==> config.mk <==
export PLATFORM = sky130hd
export DESIGN_NAME = uart_boot_loader_flat
export DESIGN_NICKNAME = d
export VERILOG_FILES = /design/src/rtl/uart_boot_pkg.sv /design/src/rtl/uart_boot_loader_if.sv /design/src/rtl/uart_word_assembler.sv /design/src/rtl/uart_boot_loader.sv /design/src/flat_wrapper.sv
export SDC_FILE = /design/constraint.sdc
export NUM_CORES = 1
export LEC_CHECK = 0
export BUFFER_PORTS_ARGS = -buffer_cell sky130_fd_sc_hd__buf_2
export CAP_MARGIN = 15
export CORE_AREA = 2 2 192 194
export DETAILED_ROUTE_END_ITERATION = 8
export DIE_AREA = 0 0 194 196
export PLACE_DENSITY_LB_ADDON = 0.12
export SLEW_MARGIN = 20
export SYNTH_ARGS = -nofsm -noshare
export SYNTH_HDL_FRONTEND = slang
export SYNTH_SLANG_ARGS = --single-unit
==> constraint.sdc <==
create_clock -name clock -period 6 [get_ports clock]
set_input_delay 0 -clock clock [delete_from_list [all_inputs] [get_ports clock]]
set_output_delay 0 -clock clock [all_outputs]
set_load 0.05 [all_outputs]
==> src/rtl/uart_boot_pkg.sv <==
// Shared states and handshake byte codes for the UART boot loader.
// No logic; types and constants only.
// Imported by the loader top and its bench.
package uart_boot_pkg;

    typedef enum logic [2:0] {
        S_SYNC,
        S_SIZE,
        S_PROG,
        S_CSUM,
        S_ACK,
        S_NAK,
        S_DATA
    } state_t;

    localparam logic [7:0] SYNC_BYTE = 8'h99;
    localparam logic [7:0] ACK_BYTE  = 8'hAA;
    localparam logic [7:0] NAK_BYTE  = 8'h55;

endpackage

==> src/rtl/uart_boot_loader_if.sv <==
// Bundle of UART rx/tx, instruction-memory and data-path signals of the loader.
// slave = loader side, master = host/UART/memory side.
// No flow control beyond tx_busy; pulses are single-cycle.
interface uart_boot_loader_if #(
    parameter int WORD_BYTES = 4,
    parameter int ADDR_W     = 14
);
    logic                    rx_ready;
    logic [7:0]              rdata;
    logic                    tx_busy;
    logic                    tx_start;
    logic [7:0]              sdata;
    logic                    instr_ready;
    logic [ADDR_W-1:0]       instr_addr;
    logic                    mem_ready;
    logic [WORD_BYTES*8-1:0] data;
    logic                    program_loaded;
    logic                    load_error;
    logic [31:0]             prog_size;

    modport slave (
        input  rx_ready, rdata, tx_busy,
        output tx_start, sdata, instr_ready, instr_addr, mem_ready, data,
               program_loaded, load_error, prog_size
    );

    modport master (
        output rx_ready, rdata, tx_busy,
        input  tx_start, sdata, instr_ready, instr_addr, mem_ready, data,
               program_loaded, load_error, prog_size
    );
endinterface

==> src/rtl/uart_word_assembler.sv <==
// Packs bytes into WORD_BYTES-wide words (lane order set by BIG_ENDIAN), zero-padding on flush.
// Latency: word_o updates on the edge of the completing byte; done_o is combinational.
// Backpressure: none, accepts one byte per cycle.
module uart_word_assembler #(
    parameter int WORD_BYTES = 4,
    parameter bit BIG_ENDIAN = 1'b1
) (
    input  logic                    clock,
    input  logic                    reset,
    input  logic                    clr_i,
    input  logic                    byte_vld_i,
    input  logic                    flush_i,
    input  logic [7:0]              byte_i,
    output logic                    done_o,
    output logic [WORD_BYTES*8-1:0] word_o
);
    localparam int W      = WORD_BYTES * 8;
    localparam int LANE_W = (WORD_BYTES > 1) ? $clog2(WORD_BYTES) : 1;
    localparam logic [LANE_W-1:0] LAST_LANE = LANE_W'(WORD_BYTES - 1);

    logic [LANE_W-1:0] lane_q, lane_d, pos;
    logic [W-1:0]      acc_q, acc_d, acc_nxt, word_q, word_d;

    // Write the byte into its lane; a completed word is published and the accumulator
    // restarts from zero so a flushed partial word carries zeros in unfilled lanes.
    always_comb begin
        pos     = BIG_ENDIAN ? (LAST_LANE - lane_q) : lane_q;
        acc_nxt = acc_q;
        acc_nxt[pos*8 +: 8] = byte_i;
        done_o  = byte_vld_i && ((lane_q == LAST_LANE) || flush_i);
        lane_d  = lane_q;
        acc_d   = acc_q;
        word_d  = word_q;
        if (clr_i) begin
            lane_d = '0;
            acc_d  = '0;
        end else if (byte_vld_i) begin
            if (done_o) begin
                lane_d = '0;
                acc_d  = '0;
                word_d = acc_nxt;
            end else begin
                lane_d = lane_q + 1'b1;
                acc_d  = acc_nxt;
            end
        end
    end

    // Lane counter, partial accumulator and held output word.
    always_ff @(posedge clock or posedge reset) begin
        if (reset) begin
            lane_q <= '0;
            acc_q  <= '0;
            word_q <= '0;
        end else begin
            lane_q <= lane_d;
            acc_q  <= acc_d;
            word_q <= word_d;
        end
    end

    assign word_o = word_q;
endmodule

==> src/rtl/uart_boot_loader.sv <==
// UART boot loader: sync/size/program/ack handshake, word assembly, then post-program data words.
// Latency: instr_ready/mem_ready one cycle after the completing rx_ready; tx_start one cycle after state entry.
// Backpressure: tx waits on tx_busy indefinitely; rx accepted every cycle. Optional: UART_BOOT_LOADER_CHECKSUM_EN.
module uart_boot_loader
    import uart_boot_pkg::*;
#(
    parameter int WORD_BYTES     = 4,
    parameter bit BIG_ENDIAN     = 1'b1,
    parameter int MAX_PROG_BYTES = 65536,
    parameter int ADDR_W         = 14
) (
    input  logic              clock,
    input  logic              reset,
    uart_boot_loader_if.slave bus
);
    state_t            state_q, state_d;
    logic [1:0]        byte_cnt_q, byte_cnt_d;
    logic [31:0]       size_q, size_d, size_full;
    logic [31:0]       remain_q, remain_d;
    logic [ADDR_W-1:0] addr_q, addr_d;
    logic              tx_start_q, tx_start_d;
    logic [7:0]        sdata_q, sdata_d;
    logic              instr_rdy_q, instr_rdy_d;
    logic              mem_rdy_q, mem_rdy_d;
    logic              load_err_q, load_err_d;
    logic [31:0]       prog_size_q, prog_size_d;
    logic              asm_clr, asm_vld, asm_flush, asm_done;

`ifdef UART_BOOT_LOADER_CHECKSUM_EN
    logic [7:0]        csum_q, csum_d;

    // Running mod-256 sum of program bytes, restarted while waiting for a size.
    always_comb begin
        csum_d = csum_q;
        if (state_q == S_SIZE)
            csum_d = '0;
        else if (state_q == S_PROG && bus.rx_ready)
            csum_d = csum_q + bus.rdata;
    end
`endif

    // Handshake FSM: next state, tx requests, size capture and assembler control.
    always_comb begin
        state_d     = state_q;
        byte_cnt_d  = byte_cnt_q;
        size_d      = size_q;
        remain_d    = remain_q;
        addr_d      = instr_rdy_q ? addr_q + 1'b1 : addr_q;
        tx_start_d  = 1'b0;
        sdata_d     = sdata_q;
        load_err_d  = load_err_q;
        prog_size_d = prog_size_q;
        asm_clr     = 1'b0;
        asm_vld     = 1'b0;
        asm_flush   = 1'b0;
        size_full   = {bus.rdata, size_q[31:8]};
        case (state_q)
            S_SYNC: if (!bus.tx_busy) begin
                tx_start_d = 1'b1;
                sdata_d    = SYNC_BYTE;
                state_d    = S_SIZE;
            end
            S_SIZE: if (bus.rx_ready) begin
                size_d     = size_full;
                byte_cnt_d = byte_cnt_q + 2'd1;
                if (byte_cnt_q == 2'd3) begin
                    byte_cnt_d = '0;
                    if (size_full > 32'(MAX_PROG_BYTES)) begin
                        load_err_d = 1'b1;
                        state_d    = S_NAK;
                    end else if (size_full == '0) begin
                        state_d = S_ACK;
                    end else begin
                        prog_size_d = size_full;
                        remain_d    = size_full;
                        addr_d      = '0;
                        asm_clr     = 1'b1;
                        state_d     = S_PROG;
                    end
                end
            end
            S_PROG: if (bus.rx_ready) begin
                asm_vld   = 1'b1;
                asm_flush = (remain_q == 32'd1);
                remain_d  = remain_q - 32'd1;
                if (remain_q == 32'd1) begin
`ifdef UART_BOOT_LOADER_CHECKSUM_EN
                    state_d = S_CSUM;
`else
                    state_d = S_ACK;
`endif
                end
            end
`ifdef UART_BOOT_LOADER_CHECKSUM_EN
            S_CSUM: if (bus.rx_ready) begin
                if (bus.rdata == csum_q) begin
                    state_d = S_ACK;
                end else begin
                    load_err_d = 1'b1;
                    addr_d     = '0;
                    state_d    = S_NAK;
                end
            end
`endif
            S_ACK: if (!bus.tx_busy) begin
                tx_start_d = 1'b1;
                sdata_d    = ACK_BYTE;
                byte_cnt_d = '0;
                asm_clr    = 1'b1;
                state_d    = S_DATA;
            end
            S_NAK: if (!bus.tx_busy) begin
                tx_start_d = 1'b1;
                sdata_d    = NAK_BYTE;
                state_d    = S_SIZE;
            end
            S_DATA: asm_vld = bus.rx_ready;
            default: state_d = S_SYNC;
        endcase
        instr_rdy_d = asm_done && (state_q == S_PROG);
        mem_rdy_d   = asm_done && (state_q == S_DATA);
    end

    // State and registered outputs.
    always_ff @(posedge clock or posedge reset) begin
        if (reset) begin
            state_q     <= S_SYNC;
            byte_cnt_q  <= '0;
            size_q      <= '0;
            remain_q    <= '0;
            addr_q      <= '0;
            tx_start_q  <= 1'b0;
            sdata_q     <= '0;
            instr_rdy_q <= 1'b0;
            mem_rdy_q   <= 1'b0;
            load_err_q  <= 1'b0;
            prog_size_q <= '0;
`ifdef UART_BOOT_LOADER_CHECKSUM_EN
            csum_q      <= '0;
`endif
        end else begin
            state_q     <= state_d;
            byte_cnt_q  <= byte_cnt_d;
            size_q      <= size_d;
            remain_q    <= remain_d;
            addr_q      <= addr_d;
            tx_start_q  <= tx_start_d;
            sdata_q     <= sdata_d;
            instr_rdy_q <= instr_rdy_d;
            mem_rdy_q   <= mem_rdy_d;
            load_err_q  <= load_err_d;
            prog_size_q <= prog_size_d;
`ifdef UART_BOOT_LOADER_CHECKSUM_EN
            csum_q      <= csum_d;
`endif
        end
    end

    uart_word_assembler #(
        .WORD_BYTES (WORD_BYTES),
        .BIG_ENDIAN (BIG_ENDIAN)
    ) u_asm (
        .clock      (clock),
        .reset      (reset),
        .clr_i      (asm_clr),
        .byte_vld_i (asm_vld),
        .flush_i    (asm_flush),
        .byte_i     (bus.rdata),
        .done_o     (asm_done),
        .word_o     (bus.data)
    );

    assign bus.tx_start       = tx_start_q;
    assign bus.sdata          = sdata_q;
    assign bus.instr_ready    = instr_rdy_q;
    assign bus.instr_addr     = addr_q;
    assign bus.mem_ready      = mem_rdy_q;
    assign bus.program_loaded = (state_q == S_DATA);
    assign bus.load_error     = load_err_q;
    assign bus.prog_size      = prog_size_q;
endmodule

==> src/flat_wrapper.sv <==
// flat-port wrapper written by rule: the top's interface ports become plain ports
module uart_boot_loader_flat import uart_boot_pkg::*;
#(
    parameter int WORD_BYTES     = 4,
    parameter bit BIG_ENDIAN     = 1'b1,
    parameter int MAX_PROG_BYTES = 65536,
    parameter int ADDR_W         = 14
)
  (clock, reset, bus_rx_ready, bus_rdata, bus_tx_busy, bus_tx_start, bus_sdata, bus_instr_ready, bus_instr_addr, bus_mem_ready, bus_data, bus_program_loaded, bus_load_error, bus_prog_size);
  uart_boot_loader_if #(.WORD_BYTES(WORD_BYTES), .ADDR_W(ADDR_W)) bus_i ();
  input  logic clock;
  input  logic reset;
  input wire logic [$bits(bus_i.rx_ready)-1:0] bus_rx_ready;
  input wire logic [$bits(bus_i.rdata)-1:0] bus_rdata;
  input wire logic [$bits(bus_i.tx_busy)-1:0] bus_tx_busy;
  output wire logic [$bits(bus_i.tx_start)-1:0] bus_tx_start;
  output wire logic [$bits(bus_i.sdata)-1:0] bus_sdata;
  output wire logic [$bits(bus_i.instr_ready)-1:0] bus_instr_ready;
  output wire logic [$bits(bus_i.instr_addr)-1:0] bus_instr_addr;
  output wire logic [$bits(bus_i.mem_ready)-1:0] bus_mem_ready;
  output wire logic [$bits(bus_i.data)-1:0] bus_data;
  output wire logic [$bits(bus_i.program_loaded)-1:0] bus_program_loaded;
  output wire logic [$bits(bus_i.load_error)-1:0] bus_load_error;
  output wire logic [$bits(bus_i.prog_size)-1:0] bus_prog_size;
  assign bus_i.rx_ready = bus_rx_ready;
  assign bus_i.rdata = bus_rdata;
  assign bus_i.tx_busy = bus_tx_busy;
  assign bus_tx_start = bus_i.tx_start;
  assign bus_sdata = bus_i.sdata;
  assign bus_instr_ready = bus_i.instr_ready;
  assign bus_instr_addr = bus_i.instr_addr;
  assign bus_mem_ready = bus_i.mem_ready;
  assign bus_data = bus_i.data;
  assign bus_program_loaded = bus_i.program_loaded;
  assign bus_load_error = bus_i.load_error;
  assign bus_prog_size = bus_i.prog_size;
  uart_boot_loader #(.WORD_BYTES(WORD_BYTES), .BIG_ENDIAN(BIG_ENDIAN), .MAX_PROG_BYTES(MAX_PROG_BYTES), .ADDR_W(ADDR_W)) u_core (.clock(clock), .reset(reset), .bus(bus_i));
endmodule
==> results.ini <==
[timing]
rsz0062_at_grt = no
tns_ps = 0
whs_ps = 166.0
post-route-period-util_pct = 56.78
setup_violations = 0
max_freq_ghz = 0.2935
clock-skew-final_ps = 15.88
finalWorstSetupSlack_ps = 2593
hold_viol = 0
worst_pin_slew_ps = 1037
fin_crit_ps = 3407
max_slew_margin_pct = 30.59
finalMaxSlewViolations = 0

[drt]
wl_per_cell_um = 18.33
drtIter0Drc = 344
via_count = 6860
ant_nets = 0
drt_wl_total_um = 26160
via_per_inst = 4.807
drc = 0
firstDrtPassIters = 5

[cells_and_area]
finalNonFillerCells = 1427
nFillCells = 3831
drive_gt1_share_pct = 22.21
syn_to_final_growth_pct = 18.40
antenna_cells = 0
final_nets = 969

[grt]
use_met1_pct = 19.18
busiest_layer = met2
met3_usage_pct = 2.905
grt_overflow = 0
grt_usage_pct = 14.13
use_met2_pct = 22.35
grt_pass1_wl_um = 42130
grt_pass1_vias = 6976
antenna_found_initial = 0
grt_start_max_net_pins = 93

[pwr]
p_sw_mw = 1.424
power_density_mw_per_mm2 = 377.7
irDropWorstVdd_uv = 208.9
internal_power_mw = 2.551
p_leak_nw = 4.631
switching_share_pct = 35.82
p_comb_share_pct = 25.2
clkPwrFrac_pct = 29.7
design_power_total_mw = 3.975
seq_power_share_pct = 45.1

[setup_path]
reg2reg_from = u_core.remain_q[1]
crit_required_ps = 6330
start_kind = flip-flop
slowest_delay_ps = 630
cp_max_fo = 28
worstPathArrival_ps = 3740
cp-startpoint = u_core.remain_q[1]
crit_type = flip-flop to flip-flop
end_kind = flip-flop
cp_cell_sequence = inv_1 -> ha_1 -> nor4b_1 -> and4_1 -> nand4_4 -> a21oi_4 -> buf_4 -> mux2_2
cp_slowest_cell = a21oi_4

[yosys]
yosysTopAreaCell = dfrtp_1
yosysSeqAreaShare_pct = 50.95
synth_flop_cell = dfrtp_1
synth_most_common_cell = dfrtp_1
synth_warnings = 0
ys_top_cells_by_area = dfrtp_1 51%, mux2_2 6.0%, o21ai_0 4.2%
synth.avg_cell_area_um2 = 10.29
syn_nets = 885
ys_types = 68
synth_top_cell_area_share_pct = 50.95
async_reset_ff_share_pct = 100.0
synthTopCellsByCount = 181 x dfrtp_1, 74 x o21ai_0, 66 x nand2_1, 50 x inv_1, 47 x mux2_2
netlist_area_mm2 = 0.008890
ys_ff_latch = 181
synth_edf_count = 0
syn_inst = 864

[die]
ios = 103
fp.coreArea_mm2 = 0.03608
die_h_um = 196
die_area_mm2 = 0.03802
row_count = 70
die_w_um = 194
start_util_pct = 24.64

[outcome]
status = finished clean

[place]
io_buffers = 102
dp_hpwl_um = 17210
gp_congestion = 0.7339
dp_cells = 1386
dp_slack_ps = 2233

[cts]
cts_tree = built
clk_pin_slew_ps = 70
root_buffer = clkbuf_16
clock_latency_ps = 450
numCtsBuffers = 17
clock-sinks = 181
htreeDepth = 4
postCtsSetupBuffers = 0
clockBufferDepth = 2

[job]
cap_violations = 0

[hold_path]
hp-class = primary input to async pin

## cell type report
class | count | area (um^2) | share of cell area [%]
Timing Repair Buffer | 127 | 725.7 | 6.895
Sequential cell | 181 | 4529 | 43.03
Multi-Input combinational cell | 571 | 3895 | 37.01
Clock buffer | 19 | 442.9 | 4.208
Clock inverter | 11 | 151.4 | 1.438
Tap cell | 468 | 585.6 | 5.563
Inverter | 50 | 195.2 | 1.854
## final timing paths
check,cells after the start,end,slack [ps]
setup / recovery,8,u_core.u_asm.word_o[29],2590
hold / removal,3,u_core.bus.instr_addr[8],170
setup reg to reg,8,u_core.u_asm.word_o[29],2590
hold reg to reg,1,u_core.bus.prog_size[24],480
max in group asynchronous,4,u_core.size_q[30],4500
min in group clock,3,u_core.bus.tx_start,390
## per-stage QoR
step                instance area (um^2)  utilization (%)
floorplan                           8890                -
global placement                    9812            27.19
detailed placement                  9812            27.19
CTS                                10520            29.14
global route                       10530            29.17
finish                             10530            29.17
## routing by layer
| metal | vias to the layer above | routed length (um) |
|---|---|---|
| li1 | 3283 | - |
| met1 | 3425 | 12410 |
| met2 | 120 | 12350 |
| met3 | 32 | 820 |
| met4 | 0 | 580 |
| met5 | - | 0 |
## power by group through the flow
stage | combinational, mW | sequential (mW) | clock, mW
final | 1.00 | 1.79 | 1.18
after global routing | 1.11 | 1.83 | 1.27
after CTS | 1.02 | 1.79 | 1.22
after detailed placement | 1.01 | 1.81 | 0
after global placement | 1.01 | 1.82 | 0
after floorplan | 0.761 | 1.72 | 0
## what timing repair did
item / in CTS / in global routing
hold buffers: 11 / 0
resized for setup: 0 / 0
endpoints found under the hold margin: 120 / 0
## cell usage in the layout (no fill, tap or decap), types with 6 or more instances in the layout
cell,Yosys,final
dfrtp_1,181,181
buf_2,23,102
o21ai_0,74,73
nand2_1,66,66
inv_1,50,49
mux2_2,47,47
a21oi_1,45,45
nand3_1,34,34
nor2_1,32,31
mux2_1,28,28
nor3_1,25,25
and2_1,19,19
clkbuf_16,0,17
nor4_1,16,16
buf_4,4,14
nand4_1,12,12
o211ai_1,12,12
xor2_1,11,11
dlygate4sd3_1,0,11
o221ai_1,9,9
o2bb2ai_1,9,9
a22o_1,9,9
ha_1,9,9
o31ai_1,8,8
or3_1,7,7
and4_1,7,7
or2_2,6,6
a21o_1,6,6
## cells by family (layout without fill, tap and decap cells)
| kind of cell | count (synthesis) | after routing | share of synthesized area (%) |
|---|---|---|---|
| compound gates | 216 | 216 | 15.71 |
| xor+xnor | 13 | 13 | 1.281 |
| fa+ha+maj | 9 | 9 | 1.267 |
| buf+inv | 112 | 207 | 5.475 |
| flops | 181 | 181 | 50.95 |
| mux | 78 | 78 | 9.838 |
| simple gates | 255 | 255 | 15.48 |
## worst max-delay path, delay by kind of cell (launching register included)
kind	cells	cell delay [ps]
adder cells (fa/ha/maj)	1	140
flip-flops	1	410
buffers and inverters	2	470
multiplexers	1	370
AND/OR/NAND/NOR	3	1250
AO/OA/AOI/OAI	1	630
## state kept, by name, indices dropped and copies added, names as in the netlist
register and cells:
u_core.bus.tx_start 1, u_core.bus.instr_addr 14, u_core.u_asm.word_o 32, u_core.u_asm.acc_q 32, u_core.bus.mem_ready 1, u_core.bus.load_error 1, u_core.byte_cnt_q 2, u_core.remain_q 32
u_core.bus.prog_size 32, u_core.size_q 24, u_core.u_asm.lane_q 2, u_core.state_q 3, u_core.bus.sdata 4, u_core.bus.instr_ready 1
Power figures use the tool's default switching activity.
